`src/rtl/dual_port_ram_be.sv`:
```
`default_nettype none
// ============================================================================
// Module  : dual_port_ram_be
// Purpose : Simple dual-port RAM with per-lane write masks, selectable
//           read-during-write policy, optional output register and a
//           post-reset clear sequencer.
// Revision: 1.0 - initial release
// ============================================================================
module dual_port_ram_be #(
  parameter int SIZE         = 8,
  parameter int DEPTH        = 16,
  parameter int BYTE_W       = 8,
  parameter int RD_MODE      = 0,
  parameter int OUT_REG      = 0,
  parameter int CLEAR_ON_RST = 1,
  localparam int LANES       = SIZE / BYTE_W,
  localparam int AW          = $clog2(DEPTH)
) (
  input  logic              clk,
  input  logic              rst,
  output logic              busy,
  input  logic [AW-1:0]     write_address,
  input  logic [SIZE-1:0]   write_data,
  input  logic [LANES-1:0]  write_mask,
  input  logic              write_en,
  input  logic [AW-1:0]     read_address,
  input  logic              read_en,
  output logic [SIZE-1:0]   read_data,
  output logic              read_valid
);

  localparam logic [0:0]    c_st_clear  = 1'b0;
  localparam logic [0:0]    c_st_run    = 1'b1;
  localparam logic [AW:0]   c_depth     = (AW+1)'(DEPTH);
  localparam logic [AW-1:0] c_last_addr = AW'(DEPTH - 1);

  logic [0:0]      state_q, state_d;
  logic [AW-1:0]   clr_cnt_q, clr_cnt_d;
  logic [SIZE-1:0] mem [DEPTH];

  logic            w_run;
  logic            w_wr_ok;
  logic            w_rd_ok;
  logic            w_rd_in_range;
  logic            w_collision;
  logic [SIZE-1:0] w_bit_mask;
  logic [SIZE-1:0] w_mem_word;
  logic [SIZE-1:0] w_merged;
  logic [SIZE-1:0] w_rd_word;
  logic            rd_valid_q;
  logic [SIZE-1:0] rd_data_q;

  // State register
  always_ff @(posedge clk) begin
    if (rst) begin
      state_q   <= (CLEAR_ON_RST != 0) ? c_st_clear : c_st_run;
      clr_cnt_q <= '0;
    end else begin
      state_q   <= state_d;
      clr_cnt_q <= clr_cnt_d;
    end
  end

  // Next-state logic: walk the clear pointer once through the array
  always_comb begin
    state_d   = state_q;
    clr_cnt_d = clr_cnt_q;
    if (state_q == c_st_clear) begin
      if (clr_cnt_q == c_last_addr) begin
        state_d = c_st_run;
      end else begin
        clr_cnt_d = clr_cnt_q + AW'(1);
      end
    end
  end

  // Output logic
  always_comb begin
    busy  = (state_q == c_st_clear);
    w_run = (state_q == c_st_run);
  end

  for (genvar i = 0; i < LANES; i++) begin : g_lane
    assign w_bit_mask[i*BYTE_W +: BYTE_W] = {BYTE_W{write_mask[i]}};
  end

  always_comb begin
    w_wr_ok       = w_run && !rst && write_en && ({1'b0, write_address} < c_depth);
    w_rd_ok       = w_run && read_en;
    w_rd_in_range = ({1'b0, read_address} < c_depth);
    w_collision   = w_wr_ok && (write_address == read_address);
    w_mem_word    = mem[read_address];
    w_merged      = (write_data & w_bit_mask) | (w_mem_word & ~w_bit_mask);
    w_rd_word     = '0;
    if (w_rd_in_range) begin
      w_rd_word = ((RD_MODE != 0) && w_collision) ? w_merged : w_mem_word;
    end
  end

  // Array is not reset; the clear sequencer zeroes it one word per cycle
  always_ff @(posedge clk) begin
    if (busy) begin
      mem[clr_cnt_q] <= '0;
    end else if (w_wr_ok) begin
      for (int i = 0; i < LANES; i++) begin
        if (write_mask[i]) begin
          mem[write_address][i*BYTE_W +: BYTE_W] <= write_data[i*BYTE_W +: BYTE_W];
        end
      end
    end
  end

  always_ff @(posedge clk) begin
    if (rst) begin
      rd_valid_q <= 1'b0;
      rd_data_q  <= '0;
    end else begin
      rd_valid_q <= w_rd_ok;
      if (w_rd_ok) begin
        rd_data_q <= w_rd_word;
      end
    end
  end

  if (OUT_REG != 0) begin : g_out_reg
    logic            out_valid_q;
    logic [SIZE-1:0] out_data_q;

    always_ff @(posedge clk) begin
      if (rst) begin
        out_valid_q <= 1'b0;
        out_data_q  <= '0;
      end else begin
        out_valid_q <= rd_valid_q;
        if (rd_valid_q) begin
          out_data_q <= rd_data_q;
        end
      end
    end

    assign read_valid = out_valid_q;
    assign read_data  = out_data_q;
  end else begin : g_no_out_reg
    assign read_valid = rd_valid_q;
    assign read_data  = rd_data_q;
  end

endmodule
`default_nettype wire

```
`config.mk`:
```
export PLATFORM = sky130hd
export DESIGN_NAME = dual_port_ram_be
export DESIGN_NICKNAME = d
export VERILOG_FILES = /design/src/rtl/dual_port_ram_be.sv
export SDC_FILE = /design/constraint.sdc
export NUM_CORES = 1
export LEC_CHECK = 0
export BUFFER_PORTS_ARGS = -buffer_cell sky130_fd_sc_hd__buf_2
export CAP_MARGIN = 40
export CORE_MARGIN = 2
export CORE_UTILIZATION = 40
export DETAILED_ROUTE_END_ITERATION = 12
export SLEW_MARGIN = 0
export SYNTH_ARGS = -nofsm -noshare
export SYNTH_HDL_FRONTEND = slang
export SYNTH_SLANG_ARGS = --single-unit
```
`constraint.sdc`:
```
create_clock -name clk -period 2.3 [get_ports clk]
set_input_delay 0.115 -clock clk [delete_from_list [all_inputs] [get_ports clk]]
set_output_delay 0.115 -clock clk [all_outputs]
set_load 0.1 [all_outputs]
```
==> results of run 1 <==
## final cells by class
type,instances,area share
inverters,5,0.002783
flip-flops and latches,142,0.6115
clock buffers,17,0.06308
multi-input cells,130,0.2045
repair buffers,59,0.05714
well taps,180,0.03340
clock inverters,15,0.02764
## worst min-delay path: stages
cell	delay [ps]
buf_2	90
nand4bb_1	130
buf_4	180
o21ai_1	80
## through the flow
| step | power, mW | instance area, µm² | util | setup WS [ps] | hold WS [ps] |
|---|---|---|---|---|---|
| final | 5.868 | 6744 | 0.4877 | 199.3 | 221.3 |
| after global routing | 6.041 | 6744 | 0.4877 | 63.63 | 201.2 |
| after CTS | 5.911 | 6744 | 0.4877 | 147.7 | 192.1 |
| after detailed placement | 3.141 | 6112 | 0.4420 | 192.1 | 426.8 |
| after global placement | 3.133 | 6112 | 0.4420 | 275.3 | 432.3 |
| after floorplan | 3.056 | 5620 | - | 415.9 | 287.8 |
## cell families (layout without fill, tap and decap cells)
kind of cell | Yosys count | in the layout | synth area share
muxes | 50 | 50 | 0.1630
DFF | 142 | 142 | 0.7337
AOI/OAI and AO/OA | 28 | 28 | 0.03250
xor gates and xnor gates | 2 | 2 | 0.003117
and+or+nand+nor | 49 | 49 | 0.04452
adders and majority gates | 1 | 1 | 0.002226
buffers and inverters | 20 | 96 | 0.02093
## synthesized netlist by cell type, drive strengths merged
master and n:
a32oi 2, mux4 30, dfxtp 14, o211ai 1, nor2 23, a221oi 1
nand4 1, clkbuf 4, nand4bb 1, nand3 1, nor3b 2, a21oi 2
ha 1, buf 11, nand3b 1, nand2 4, mux2 8, a22oi 7
a211oi 1, o21ai 7, nor2b 2, and4b 1, xor2 1, nor3 2
and3b 1, xnor2 1, inv 5, mux2i 12, a31oi 7, edfxtp 128
and2 10
## how the worst max path moves through the flow
stage | to | start | slack (ps)
final | mem[1][0]$_DFFE_PP_ | rst | 200
after floorplan | mem[2][0]$_DFFE_PP_ | state_q$_SDFF_PP0_ | 420
after CTS | mem[3][0]$_DFFE_PP_ | state_q$_SDFF_PP0_ | 150
after global routing | mem[1][0]$_DFFE_PP_ | state_q$_SDFF_PP0_ | 60
after global placement | mem[2][0]$_DFFE_PP_ | state_q$_SDFF_PP0_ | 280
after detailed placement | mem[3][6]$_DFFE_PP_ | state_q$_SDFF_PP0_ | 190
## power by group through the flow
stage | clock (mW) | combinational (mW) | sequential (mW)
CTS | 2.82 | 0.244 | 2.85
finish | 2.78 | 0.236 | 2.85
floorplan | 0 | 0.162 | 2.89
global route | 2.93 | 0.259 | 2.85
global placement | 0 | 0.234 | 2.90
detailed placement | 0 | 0.239 | 2.90
## state kept, by name (all words and copies together), names as in the netlist
register,flops
mem,128
clr_cnt_q,4
read_valid,1
read_data,8
state_q,1
## timing repair
item | CTS | global route
buffers inserted | 0 | 0
hold endpoints to repair | 2 | 0
hold buffers | 2 | 0
## metal layers
layer	up-vias	track usage	wire, µm
met5	-	0	0
met4	0	0.06106	102
met3	11	0.04879	785
met2	96	0.2580	5590
met1	1481	0.2234	4925
li1	1312	-	-
==> results.txt, run 1 <==
maximum VDD drop: 0.0005520 V
area leader, netlist: edfxtp_1
Mapped Cells: 292
Clock Power Share: 0.474
DR DRC count: 0
hold crit path type: input pin to flop
Syn Nets: 314
Die Wd: 122.5 µm
WHS Endpoint: read_data[7]$_SDFFE_PP0P_
FMAX: 0.4760 GHz
Gate power share: 0.040
DR iter-0 viols: 286
Worst Reg-to-Reg Cells: 5
Worst-path clk slew: 60 ps
slowest CP cell: nor2_1
RSZ-0062 raised after global routing: no
R2R Setup Slk: 200 ps
Flop pwr share: 0.485
crit end category: flop
Worst EP arrival: 2140 ps
core area: 0.01383 mm²
post-synth top area share: 0.6839
GRT Util Overall: 0.1661
Setup CP Type: input pin to flop
CP Launch Type: input pin
Cell variety after synth: 37
Final Hold Viols: 0
CTS root buffer: clkbuf_16
Final Setup Violations: 0
LEAKAGE: 2.591 nW
switching power share of the total: 0.2059
Critical Path, Cell by Cell: dlygate4sd3_1 -> buf_2 -> and4b_1 -> buf_4 -> nor3b_1 -> a31oi_1 -> nor2_1
layout cells sized above 1: 0.3234
clock buffer count from CTS: 17
synthesized area: 0.005620 mm²
Int Power: 4.660 mW
area taken by multi-input logic gates: 0.001379 mm²
Worst-Skew Late Latency: 420 ps
std cell rows: 43
Largest stage delay, worst path: 650 ps
Crit path max-delay family: simple AND/OR/NAND/NOR gates
number of max-cap violations: 0
number of synthesis warnings: 0
vias per cell: 5.292
vias in the first global route: 2958
placer congestion estimate: 0.8118
post-layout min period: 2101 ps
global-route wire length before repair: 17.34 mm
Post-DP HPWL: 7.493 mm
Crit path depth: 7
pwr dens: 870.1 mW/mm²
diode count: 0
min-delay src: read_address[0]
CP required: 2340 ps
main area contributors after synthesis: edfxtp_1 (68%), mux4_2 (8.8%), dfxtp_1 (5.0%), mux4_1 (3.7%), mux2i_1 (2.1%)
storage element area: 0.004124 mm²
PortBufs: 30
WL/cell: 20.81 µm
Worst Tran Pin Value: 873.7 ps
FF-to-FF Start: state_q$_SDFF_PP0_
die area: 0.01501 mm²
#FFs+latches synth: 142
IO Pins: 31
Max Slew Vio Count: 0
CTS sink count: 142
Worst Skew: 6.316 ps
initial antenna violation count: 0
Syn Area/Cell: 19.25 µm²
1st-pass router iterations: 4
final wirelength: 11.40 mm
Die Ht: 122.5 µm
Worst Path Buf+Inv: 3
normalized max-slew margin: 0.4154
# placed instances: 514
CTS H-Tree Depth: 4
Nets: 377
Antenna Nets Post-Route: 0
pin count of the biggest net entering global routing: 20
commonest non-fill, non-tap cell in the layout: edfxtp_1
Layout fillers: 1126
total number of vias: 2900
hold path cells: 4
post-synthesis sequential area ratio: 0.7337
setup_tns: 0 ps
switching power total: 1.208 mW
Reg2Reg Capture Point: mem[1][0]$_DFFE_PP_
status: complete, no violations
Initial Util: 0.4065
fin crit share: 0.9134
buffer depth of the longest clock path: 2
CP max FO: 8
Post-Layout Cell Count: 548
post-cts gate resize count: 0
CTS tree: built
GRT overflow: 0
most frequent cells in the layout: edfxtp_1 (128), buf_2 (30), buf_4 (26)
Layout area overhead: 19.99%
(Power assumes the default switching activity.)
==> inputs of run 2 (changes only) <==
clock period = 2.1 ns   (was 2.3 ns; I/O delays follow)
==> run 2 against run 1 <==
Flip-flop and latch count stayed put; first-iteration DRC count is 33% lower; clock-buffer cell count is 7 higher; setup slack worse by 87 ps; hold slack worse by 29 ps; critical path type unchanged.
==> results.txt, run 2 (synthesis results as in run 1) <==
status: complete, no violations
CP required: 2150 ps (-190 ps)
LEAKAGE: 2.599 nW (+0.29%)
met2 Use GR: 0.2545 (-0.003472)
RSZ-0062 raised after global routing: no
die area: 0.01501 mm² (unchanged)
global-route wire length before repair: 17.31 mm (-0.20%)
vias in the first global route: 3048 (+3.0%)
crit path from: rst
Worst Reg-to-Reg Cells: 4 (-1)
WL/cell: 20.43 µm (-1.8%)
GRT overflow: 0 (unchanged)
Worst Skew: 8.020 ps (+1.704 ps)
final wirelength: 11.32 mm (-0.77%)
crit end category: flop
post-route design area: 0.006716 mm² (-0.41%)
FMAX: 0.5031 GHz
post-layout min period: 1988 ps
total number of vias: 2905 (+0.17%)
DR DRC count: 0 (unchanged)
1st-pass router iterations: 5 (+1)
std cell rows: 43 (unchanged)
commonest non-fill, non-tap cell in the layout: edfxtp_1
pin count of the biggest net entering global routing: 35 (+75%)
normalized max-slew margin: 0.6138 (+0.1984)
CTS H-Tree Depth: 4 (unchanged)
Antenna Nets Post-Route: 0 (unchanged)
Worst-path clk slew: 60 ps (about the same)
grt peak-use layer: met2
R2R Setup Slk: 160 ps (-40 ps)
Worst EP arrival: 2040 ps (-100 ps)
# placed instances: 520 (+1.2%)
Int Power: 4.871 mW (+4.5%)
pwr dens: 906.2 mW/mm² (+4.1%)
Post-DP HPWL: 7.331 mm (-2.2%)
diode count: 0 (unchanged)
Final Setup Violations: 0 (unchanged)
Worst Tran Pin Value: 579.2 ps (-294.4 ps)
CP Launch Type: input pin
M1 GR Usage: 0.2210 (-0.002375)
buffer depth of the longest clock path: 2 (unchanged)
FF-to-FF Start: state_q$_SDFF_PP0_
layout cells sized above 1: 0.3289 (+0.005507)
PortBufs: 30 (unchanged)
Setup WS post-layout: 112.1 ps (-87.14 ps)
Die Ht: 122.5 µm (unchanged)
dpl ws: -14.03 ps (-206.1 ps)
number of max-cap violations: 0 (unchanged)
Flop pwr share: 0.512 (+0.027)
CTS sink count: 142 (unchanged)
setup_tns: 0 ps (unchanged)
met3 Usage GRT: 0.04740 (-0.001394)
CTS root buffer: clkbuf_16
IO Pins: 31 (unchanged)
Util after Layout: 0.4857 (-0.001991)
switching power total: 1.215 mW (+0.56%)
WHS: 192.4 ps (-28.89 ps)
core area: 0.01383 mm² (unchanged)
CTS tree: built
most frequent cells in the layout: edfxtp_1 (128), buf_4 (32), buf_2 (30)
crit path to: mem[7][6]$_DFFE_PP_
final total power: 6.087 mW (+3.7%)
Clock Power Share: 0.443 (-0.031)
Most flops, register: mem
Nets: 383 (+1.6%)
DP Area: 0.006157 mm² (+0.74%)
Post-Layout Cell Count: 554 (+1.1%)
initial antenna violation count: 0 (unchanged)
Final Hold Viols: 0 (unchanged)
Die Wd: 122.5 µm (unchanged)
GRT Util Overall: 0.1662 (about the same)
placer congestion estimate: 0.8296 (+2.2%)
Initial Util: 0.4065 (unchanged)
CP max FO: 8 (unchanged)
vias per cell: 5.244 (-0.91%)
DR iter-0 viols: 191 (-33%)
Worst-Skew Late Latency: 420 ps (about the same)
Gate power share: 0.044 (+0.004)
clock buffer count from CTS: 17 (unchanged)
Largest register FFs: 128 (unchanged)
hold crit path type: input pin to flop
Max Slew Vio Count: 0 (unchanged)
Layout area overhead: 19.50%
fin crit share: 0.9466
maximum VDD drop: 0.0005018 V (-9.1%)
Setup CP Type: input pin to flop
number of setup buffers added after CTS: 0 (unchanged)
switching power share of the total: 0.1996 (-0.006291)
Reg2Reg Capture Point: mem[7][6]$_DFFE_PP_
[run 2: power by group through the flow]
stage	registers [mW]	logic [mW]	clock network, mW
after floorplan	3.17	0.178	0
after global placement	3.18	0.262	0
after detailed placement	3.18	0.269	0
after CTS	3.12	0.273	2.74
after global routing	3.12	0.291	2.86
final	3.12	0.269	2.70
[run 2: worst max-delay path, stage by stage]
cell and delay (ps):
dlygate4sd3_1 530, buf_2 120, and4b_1 430, buf_4 220, a31oi_1 180, nor2_2 450
[run 2: how the worst min path moves through the flow]
stage | to | from | slack [ps] | cells past startpoint
floorplan | read_valid$_SDFF_PP0_ | read_en | 280 | 1
global placement | read_valid$_SDFF_PP0_ | read_en | 410 | 2
detailed placement | read_valid$_SDFF_PP0_ | read_en | 400 | 2
CTS | mem[8][7]$_DFFE_PP_ | write_data[7] | 170 | 3
global route | mem[10][4]$_DFFE_PP_ | write_data[4] | 220 | 3
finish | mem[8][7]$_DFFE_PP_ | write_data[7] | 190 | 3
[run 2: final cells by class]
type | count | area (µm²)
clock buffer | 24 | 461.7
clock inverter | 8 | 67.56
fill | 1111 | 7111
inverter | 5 | 18.77
multi-input combinational | 130 | 1389
sequential | 142 | 4124
tap | 180 | 225.2
timing repair buffer | 65 | 430.4
[run 2: routing by layer]
layer / wire length, µm / up-vias
met1: 5025 / 1462
met3: 732 / 14
li1: - / 1320
met4: 175 / 0
met2: 5383 / 109
met5: 0 / -
[run 2: timing repair]
item                                    4_1_cts  5_1_grt
hold buffers                                  2        0
gates resized for setup                       2        2
endpoints found under the hold margin         5        0
endpoints found under the setup margin        9       16
pin swaps                                     0        0
